==> config.mk <==
export PLATFORM = sky130hd
export DESIGN_NAME = id_ex_stage
export DESIGN_NICKNAME = d
export VERILOG_FILES = /design/src/rtl/cpu_pkg.sv /design/src/rtl/operand_fwd_sel.sv /design/src/rtl/id_ex_stage.sv
export SDC_FILE = /design/constraint.sdc
export NUM_CORES = 1
export LEC_CHECK = 0
export CORE_MARGIN = 8
export CORE_UTILIZATION = 41
export DETAILED_ROUTE_END_ITERATION = 8
export GPL_TIMING_DRIVEN = 0
export PLACE_DENSITY = 0.92
export SLEW_MARGIN = 20
export SYNTH_ARGS = -nofsm -noshare
export SYNTH_HDL_FRONTEND = slang
export SYNTH_SLANG_ARGS = --single-unit
==> constraint.sdc <==
create_clock -name CLK -period 3.8 [get_ports CLK]
set_input_delay 1.14 -clock CLK [delete_from_list [all_inputs] [get_ports CLK]]
set_output_delay 1.14 -clock CLK [all_outputs]
set_load 0.005 [all_outputs]
==> src/rtl/cpu_pkg.sv <==
// cpu_pkg: shared constants for the 16-bit pipelined CPU.
//   TAG_W / DATA_W   register-tag and datapath widths
//   TAG_SP/IH/T/NONE special register-tag encodings (4'b0xxx = general reg x)
//   producerMatch()  true when a valid, register-writing producer targets a source tag
package cpu_pkg;

  localparam int unsigned TAG_W  = 4;
  localparam int unsigned DATA_W = 16;

  localparam logic [TAG_W-1:0] TAG_SP   = 4'b1000;
  localparam logic [TAG_W-1:0] TAG_IH   = 4'b1001;
  localparam logic [TAG_W-1:0] TAG_T    = 4'b1010;
  localparam logic [TAG_W-1:0] TAG_NONE = 4'b1111;

  // A "none" source never depends on anything, whatever the producer holds.
  function automatic logic producerMatch(
    input logic             valid,
    input logic             regWrite,
    input logic [TAG_W-1:0] dstTag,
    input logic [TAG_W-1:0] srcTag
  );
    return valid & regWrite & (srcTag != TAG_NONE) & (dstTag == srcTag);
  endfunction

endpackage

==> src/rtl/operand_fwd_sel.sv <==
// operand_fwd_sel: per-operand RAW check and operand source select.
// Optional feature macro: STAGE_FWD_EN (operand forwarding from EX/MEM).
// Ports:
//   srcTag                          source tag of the decode operand
//   rfData                          register-file read data for that operand
//   exValid/exRegWrite/exMemRead    EX-stage producer status
//   exDstTag/exAluResult            EX-stage destination tag and ALU result
//   memValid/memRegWrite/memDstTag  MEM-stage producer status
//   memResult                       MEM-stage result
//   opData_c                        combinational operand to capture into EX
//   hazard_c                        combinational: this operand cannot be captured yet
module operand_fwd_sel #(
  parameter int unsigned DATA_W = cpu_pkg::DATA_W
) (
  input  logic [cpu_pkg::TAG_W-1:0] srcTag,
  input  logic [DATA_W-1:0]         rfData,
  input  logic                      exValid,
  input  logic                      exRegWrite,
  input  logic                      exMemRead,
  input  logic [cpu_pkg::TAG_W-1:0] exDstTag,
  input  logic [DATA_W-1:0]         exAluResult,
  input  logic                      memValid,
  input  logic                      memRegWrite,
  input  logic [cpu_pkg::TAG_W-1:0] memDstTag,
  input  logic [DATA_W-1:0]         memResult,
  output logic [DATA_W-1:0]         opData_c,
  output logic                      hazard_c
);

  import cpu_pkg::*;

  logic exMatch;
  logic memMatch;

  assign exMatch  = producerMatch(exValid, exRegWrite, exDstTag, srcTag);
  assign memMatch = producerMatch(memValid, memRegWrite, memDstTag, srcTag);

`ifdef STAGE_FWD_EN
  // Youngest producer wins; a load in EX has no data yet, so it must stall one cycle.
  always_comb begin
    opData_c = rfData;
    hazard_c = 1'b0;
    if (exMatch) begin
      if (exMemRead) begin
        hazard_c = 1'b1;
      end else begin
        opData_c = exAluResult;
      end
    end else if (memMatch) begin
      opData_c = memResult;
    end
  end
`else
  // No bypass network: any in-flight producer forces a wait until it reaches WB.
  assign opData_c = rfData;
  assign hazard_c = exMatch | memMatch;

  logic unusedFwdInputs;
  assign unusedFwdInputs = ^{exMemRead, exAluResult, memResult};
`endif

endmodule

==> src/rtl/id_ex_stage.sv <==
// id_ex_stage: ID/EX pipeline register with RAW hazard detection.
// Optional feature macro: STAGE_FWD_EN (forward EX/MEM results at capture;
// only load-use then stalls).
// Ports:
//   CLK, RST                    clock, synchronous active-high reset
//   id_*                        decode-stage instruction fields and tags
//   ex_flush                    taken branch/jump: kill the decode instruction
//   ex_stall                    downstream busy: hold EX contents
//   ex_alu_result               EX combinational result (forwarding source)
//   mem_valid/reg_write/dst_tag MEM-stage producer status
//   mem_result                  MEM result (forwarding source)
//   ex_*                        registered EX-stage fields
//   stall_req                   combinational: IF and ID must hold this cycle
module id_ex_stage #(
  parameter int unsigned CTRL_W = 8,
  parameter int unsigned DATA_W = cpu_pkg::DATA_W
) (
  input  logic              CLK,
  input  logic              RST,
  input  logic              id_valid,
  input  logic [DATA_W-1:0] id_pc,
  input  logic [DATA_W-1:0] id_op1,
  input  logic [DATA_W-1:0] id_op2,
  input  logic [DATA_W-1:0] id_imm,
  input  logic [CTRL_W-1:0] id_ctrl,
  input  logic              id_mem_read,
  input  logic              id_reg_write,
  input  logic [3:0]        id_dst_tag,
  input  logic [3:0]        id_src1_tag,
  input  logic [3:0]        id_src2_tag,
  input  logic              ex_flush,
  input  logic              ex_stall,
  input  logic [DATA_W-1:0] ex_alu_result,
  input  logic              mem_valid,
  input  logic              mem_reg_write,
  input  logic [3:0]        mem_dst_tag,
  input  logic [DATA_W-1:0] mem_result,
  output logic              ex_valid,
  output logic [DATA_W-1:0] ex_pc,
  output logic [DATA_W-1:0] ex_op1,
  output logic [DATA_W-1:0] ex_op2,
  output logic [DATA_W-1:0] ex_imm,
  output logic [CTRL_W-1:0] ex_ctrl,
  output logic              ex_mem_read,
  output logic              ex_reg_write,
  output logic [3:0]        ex_dst_tag,
  output logic [3:0]        ex_src1_tag,
  output logic [3:0]        ex_src2_tag,
  output logic              stall_req
);

  import cpu_pkg::*;

  logic [DATA_W-1:0] op1Sel;
  logic [DATA_W-1:0] op2Sel;
  logic              op1Haz;
  logic              op2Haz;
  logic              haz;

  // Operand 1 dependency check and source select
  operand_fwd_sel #(.DATA_W(DATA_W)) op1Fwd (
    .srcTag      (id_src1_tag),
    .rfData      (id_op1),
    .exValid     (ex_valid),
    .exRegWrite  (ex_reg_write),
    .exMemRead   (ex_mem_read),
    .exDstTag    (ex_dst_tag),
    .exAluResult (ex_alu_result),
    .memValid    (mem_valid),
    .memRegWrite (mem_reg_write),
    .memDstTag   (mem_dst_tag),
    .memResult   (mem_result),
    .opData_c    (op1Sel),
    .hazard_c    (op1Haz)
  );

  // Operand 2 dependency check and source select
  operand_fwd_sel #(.DATA_W(DATA_W)) op2Fwd (
    .srcTag      (id_src2_tag),
    .rfData      (id_op2),
    .exValid     (ex_valid),
    .exRegWrite  (ex_reg_write),
    .exMemRead   (ex_mem_read),
    .exDstTag    (ex_dst_tag),
    .exAluResult (ex_alu_result),
    .memValid    (mem_valid),
    .memRegWrite (mem_reg_write),
    .memDstTag   (mem_dst_tag),
    .memResult   (mem_result),
    .opData_c    (op2Sel),
    .hazard_c    (op2Haz)
  );

  // A flushed or empty decode slot cannot create a dependency.
  assign haz       = id_valid & ~ex_flush & (op1Haz | op2Haz);
  assign stall_req = haz | ex_stall;

  // EX register: reset > flush > downstream stall > hazard bubble > capture
  always_ff @(posedge CLK) begin
    if (RST || ex_flush || (!ex_stall && haz)) begin
      // Reset state and bubble are the same empty slot.
      ex_valid     <= 1'b0;
      ex_pc        <= '0;
      ex_op1       <= '0;
      ex_op2       <= '0;
      ex_imm       <= '0;
      ex_ctrl      <= '0;
      ex_mem_read  <= 1'b0;
      ex_reg_write <= 1'b0;
      ex_dst_tag   <= TAG_NONE;
      ex_src1_tag  <= TAG_NONE;
      ex_src2_tag  <= TAG_NONE;
    end else if (!ex_stall) begin
      ex_valid     <= id_valid;
      ex_pc        <= id_pc;
      ex_op1       <= op1Sel;
      ex_op2       <= op2Sel;
      ex_imm       <= id_imm;
      ex_ctrl      <= id_ctrl;
      // An invalid slot must never look like a producer downstream.
      ex_mem_read  <= id_valid & id_mem_read;
      ex_reg_write <= id_valid & id_reg_write;
      ex_dst_tag   <= id_dst_tag;
      ex_src1_tag  <= id_src1_tag;
      ex_src2_tag  <= id_src2_tag;
    end
  end

endmodule

* Word level (Yosys, flattened, before mapping)
Cells that the tools add are included. Widths: inputs -> output; s select.
Storage, ports and cells: flip-flop bits (word level) 87, latch bits 0, bits in writable memories 0, bits in read-only memories 0, input bits 129, output and inout port bits 88, word-level logic and storage cells 40, memories kept 0
Cells by class: $add $sub $neg 0, multiply operators 0, divide/modulo/power cells 0, magnitude comparators 0, eq/ne operators 6, shift-type cells 0, mux-type cells 0, bitwise logic cells 19, reduce and logical (&&, ||, !) cells 4
Operators by type and width (number):
- $eq 4x4->1 | 4
- $and 1x1->1 | 14
- $ne 4x4->1 const B | 2
- $or 1x1->1 | 4
- $logic_or 1x1->1 | 2
- $logic_and 1x1->1 | 1
- $logic_not 1->1 | 1
- $not 1->1 | 1

* Depth between registers and ports, before layout
depth after elaboration 8, depth in mapped cells 7, mapped depth without buffers 5

* By module
Synthesis repeated with hierarchy kept, for this count alone.
Unflattened totals: cells, all modules 376, area, all modules 4292.9 sq um
By module, submodules not included:
- id_ex_stage | instances 1, cells an instance 308, area an instance 3819.9 sq um, sequential area each 1741.7 sq um
- operand_fwd_sel | instances 2, cells an instance 34, area an instance 236.5 sq um, sequential area each 0.0 sq um

* Least setup slack after synthesis
No wires, ideal clock.
path kind input to output, from input id_src2_tag[3], to output stall_req, data arrival time 2.265 ns, required time 2.660 ns, slack 0.395 ns, cell stages on the path 5, buffers on the path 0, path through xor2_1 > or4_1 > o22ai_2 > nor2_1 > o21bai_1
On the way: cells in the longest elaborated chain, start to end 7, elaborated cells on any way between the ends 11, classes of those cells 3 x eq/ne; 8 x bitwise
RTL lines:
- from (decl) | RTL line id_ex_stage.sv:30 | input logic [3:0] id_src2_tag,
- $ne 4x4->1 | RTL line cpu_pkg.sv:22 | return valid & regWrite & (srcTag != TAG_NONE) & (dstTag == srcTag);
- $and 1x1->1 (2 in series) | RTL line cpu_pkg.sv:22
- $or 1x1->1 (*) | RTL line operand_fwd_sel.sv:56 | assign hazard_c = exMatch | memMatch;
- $or 1x1->1 (*) | RTL line id_ex_stage.sv:95 | assign haz = id_valid & ~ex_flush & (op1Haz | op2Haz);
- $and 1x1->1 (*) | RTL line id_ex_stage.sv:95
- $or 1x1->1 (*) | RTL line id_ex_stage.sv:96 | assign stall_req = haz | ex_stall;
- to (decl) | RTL line id_ex_stage.sv:49 | output logic stall_req
Mark *: on every way between the ends. The rest lies on a longest branch, timed or not.

* Worst setup path after layout
from input id_src2_tag[1], to register ex_mem_read
On the way: cells in the longest elaborated chain, start to end 8, elaborated cells on any way between the ends 12, classes of those cells 3 x eq/ne; 7 x bitwise; 2 x reduce/logical
RTL lines:
- $ne 4x4->1 | RTL line cpu_pkg.sv:22
- $and 1x1->1 (2 in series) | RTL line cpu_pkg.sv:22
- $or 1x1->1 (*) | RTL line operand_fwd_sel.sv:56
- $or 1x1->1 (*) | RTL line id_ex_stage.sv:95
- $and 1x1->1 (*) | RTL line id_ex_stage.sv:95
- $logic_and 1x1->1 (*) | RTL line id_ex_stage.sv:100 | if (RST || ex_flush || (!ex_stall && haz)) begin
- $logic_or 1x1->1 (*) | RTL line id_ex_stage.sv:100
- to (signal assigned) | RTL line id_ex_stage.sv:121 | ex_mem_read <= id_valid & id_mem_read;
- to (decl) | RTL line id_ex_stage.sv:44 | output logic ex_mem_read,
Marked as above. A chain may end at the register's enable or synchronous reset.

==> impl_metrics.toml <==
[outcome]
run_status = "complete, no violations"

[setup_path]
r2r-end = "ex_mem_read"
critical_path.max_fanout = 5
path_class = "in2reg"
r2r_start = "ex_dst_tag[0]"
cpMaxStageDelayCell = "or4_4"
worst-r2r-setup-slack_ps = 940
path_cells = "buf_2 > xor2_1 > or4_4 > o22ai_4 > nor2_4 > buf_4 > buf_4 > buf_4 > buf_4 > buf_4 > buf_4 > buf_4 > buf_4 > buf_4 > buf_4 > buf_4 > buf_4 > a32o_1"
worst-path-buf-inv = 13
reg2reg_depth = 17
crit_family = "buffers and inverters"
worstPathRequired_ps = 4030
crit_path_frequent_cell = "buf_4"
cp-start-kind = "input port"
endpoint_kind = "flop"
max_stage_delay_ps = 550
worstPathArrival_ps = 3970

[synth]
yosysWarningCount = 0
mappedNetlistNets = 461
netlist-cell-type-count = 26
synth_cells = 332
ys_seq_area_share_pct = 46.4
synth_area_mm2 = 0.00376
ys_ff_latch = 87
avgSynthCellArea_um2 = 11.3

[power]
finalPower_mw = 1.99
leakage_nw = 2.41
power_density_mw_per_mm2 = 329
ir_worst_vdd_v = 0.000169

[floorplan]
die_area_mm2 = 0.0125
die_w_um = 112
num_rows = 35
io_pins = 217
core_mm2 = 0.00906
fp.dieH_um = 112
start_util_pct = 41.4

[global_route]
grt_max_degree = 20
grt_use_total_pct = 18.4
grt_pass1_vias = 3582
grt_overflow = 0
grt_pass1_wl_mm = 18.7
antenna_found_initial = 0

[sta]
slew_viol_final = 0
slew_headroom_pct = 45.8
skew_ps = 16.6
min_period_ps = 3740
fmax_mhz = 268
finalCritPeriodShare_pct = 98.3
rsz0062_at_grt = "no"
holdWs_ps = 497
setup_tns_ps = 0
setup_violations = 0
finalHoldViolCount = 0
worstMarginPinSlew_ps = 813

[detailed_routing]
drt-wirelength-per-cell_um = 18.1
postRouteWirelength_mm = 11.8
firstDrtPassIters = 4
ant_nets = 0
viasPerCell = 5.11
drc_errors = 0
vias = 3344
first_iter_violations = 107

[cts]
clkTransAtPathRegs_ps = 80
cts_tree = "built"
clockBufferDepth = 2
clock-sinks = 87
numCtsBuffers = 9
root_buffer = "clkbuf_8"
clk_latency_ps = 350
cts_hold_buffers = 0
htree_levels = 3

[worst_hold_path]
holdCritStartpoint = "ex_mem_read"
hold_depth = 1
min_path_type = "reg2reg"
whs_endpoint = "ex_mem_read"

[final_layout]
design_area_mm2 = 0.00604
syn_to_final_growth_pct = 60.8
finalNetCount = 669
n_antenna_cell = 0
drive_above_1_share_pct = 17.3

[placed_design]
dp_hpwl_mm = 8.97
portBuffers = 183
gp_congestion = 0.803
placed_cell_area_mm2 = 0.00573

[job]
max-cap-violations = 0
-- metrics by stage --
stage          util, %  setup slack (ps)  std cells
6_report          66.6              64.9        655
2_1_floorplan        -               395        332
3_5_place_dp      63.2              -822        626
5_1_grt           66.6              5.62        655
4_1_cts           66.7              15.0        653
3_3_place_gp      63.2              -760        626
-- cell usage in the layout, fill, tap and decap left out, drive strengths merged, types with 2 or more instances in the layout --
master	netlist	final
dlygate4sd2	0	3
a32o	2	2
bufinv	0	2
dlymetal6s2s	0	2
nor3	72	72
nor2	7	7
buf	13	31
xnor2	6	6
o22ai	2	2
nand2b	2	2
clkbuf	15	31
xor2	6	6
clkdlybuf4s50	0	169
mux2i	84	84
or4	2	2
dfxtp	87	87
clkinv	0	2
nand3	16	16
nand4	2	2
o21bai	2	2
and2	6	6
a21oi	4	4
-- per-layer routing --
metal	routed length [µm]	vias up	GRT usage [%]
met2	6000	123	32.8
li1	-	1601	-
met3	964	14	6.44
met4	175	0	6.47
met5	0	-	0
met1	4700	1606	19.6
-- Yosys cell counts --
library cell / count / area share (%)
o22ai_2: 1 / 0.33
o21ba_2: 1 / 0.27
buf_2: 1 / 0.13
mux2i_1: 84 / 22
xnor2_1: 6 / 1.4
or4_1: 2 / 0.40
a21oi_1: 4 / 0.53
nor3_1: 32 / 4.3
nor3_2: 40 / 11
xor2_1: 6 / 1.4
nand2_1: 1 / 0.10
nand4_1: 2 / 0.33
buf_12: 5 / 2.7
buf_8: 3 / 1.2
or2_2: 1 / 0.17
nor2_1: 7 / 0.70
o21bai_1: 2 / 0.40
a32o_1: 2 / 0.53
clkbuf_1: 15 / 1.5
o22ai_1: 1 / 0.17
nand2b_1: 2 / 0.33
buf_1: 4 / 0.40
nand3_1: 16 / 2.1
a22o_1: 1 / 0.23
and2_1: 6 / 1.0
dfxtp_1: 87 / 46
-- cell families (layout without fill, tap and decap cells) --
group                  Yosys count  count (layout)  synth area share [%]
AND/OR/NAND/NOR                109             109                  20.1
flip-flops                      87              87                  46.4
multiplexers                    84              84                  22.4
buffers and inverters           28             240                  5.90
AO/OA/AOI/OAI                   12              12                  2.47
XOR/XNOR                        12              12                  2.80
-- layout make-up --
class                           instances  area (µm²)
Fill cell                             716        3030
Timing Repair Buffer                  198        1900
Multi-Input combinational cell        217        1830
Sequential cell                        87        1740
Buffer                                 27         218
Clock buffer                           11         141
Tap cell                              111         139
Clock inverter                          4        70.1
-- sequential cells by signal, summed over array words and instances (netlist names), 4 cells and up --
| signal | cells |
|---|---|
| ex_dst_tag | 4 |
| ex_imm | 16 |
| ex_src1_tag | 4 |
| ex_pc | 16 |
| ex_op1 | 16 |
| ex_ctrl | 8 |
| ex_src2_tag | 4 |
| ex_op2 | 16 |
-- power by group --
part / switching, mW / internal (mW)
registers: 0.0173 / 0.941
clock network: 0.317 / 0.383
logic: 0.129 / 0.201
total: 0.463 / 1.53
-- how the worst max path moves through the flow --
| stage | from | endpoint | cells after the start |
|---|---|---|---|
| after detailed placement | id_src2_tag[3] | stall_req | 7 |
| after CTS | id_src2_tag[3] | stall_req | 7 |
| after floorplan | id_src2_tag[3] | stall_req | 5 |
| final | id_src2_tag[1] | ex_mem_read | 18 |
| after global placement | id_src2_tag[3] | stall_req | 7 |
| after global routing | id_src2_tag[1] | stall_req | 7 |
-- repair_timing --
action,in CTS,in global routing
buffers inserted,13,2
hold endpoints to repair,0,0
pin swaps,5,5
endpoints found under the setup margin,1,4
gates resized for setup,25,18
Note: power is estimated with default switching activity, not from simulation.
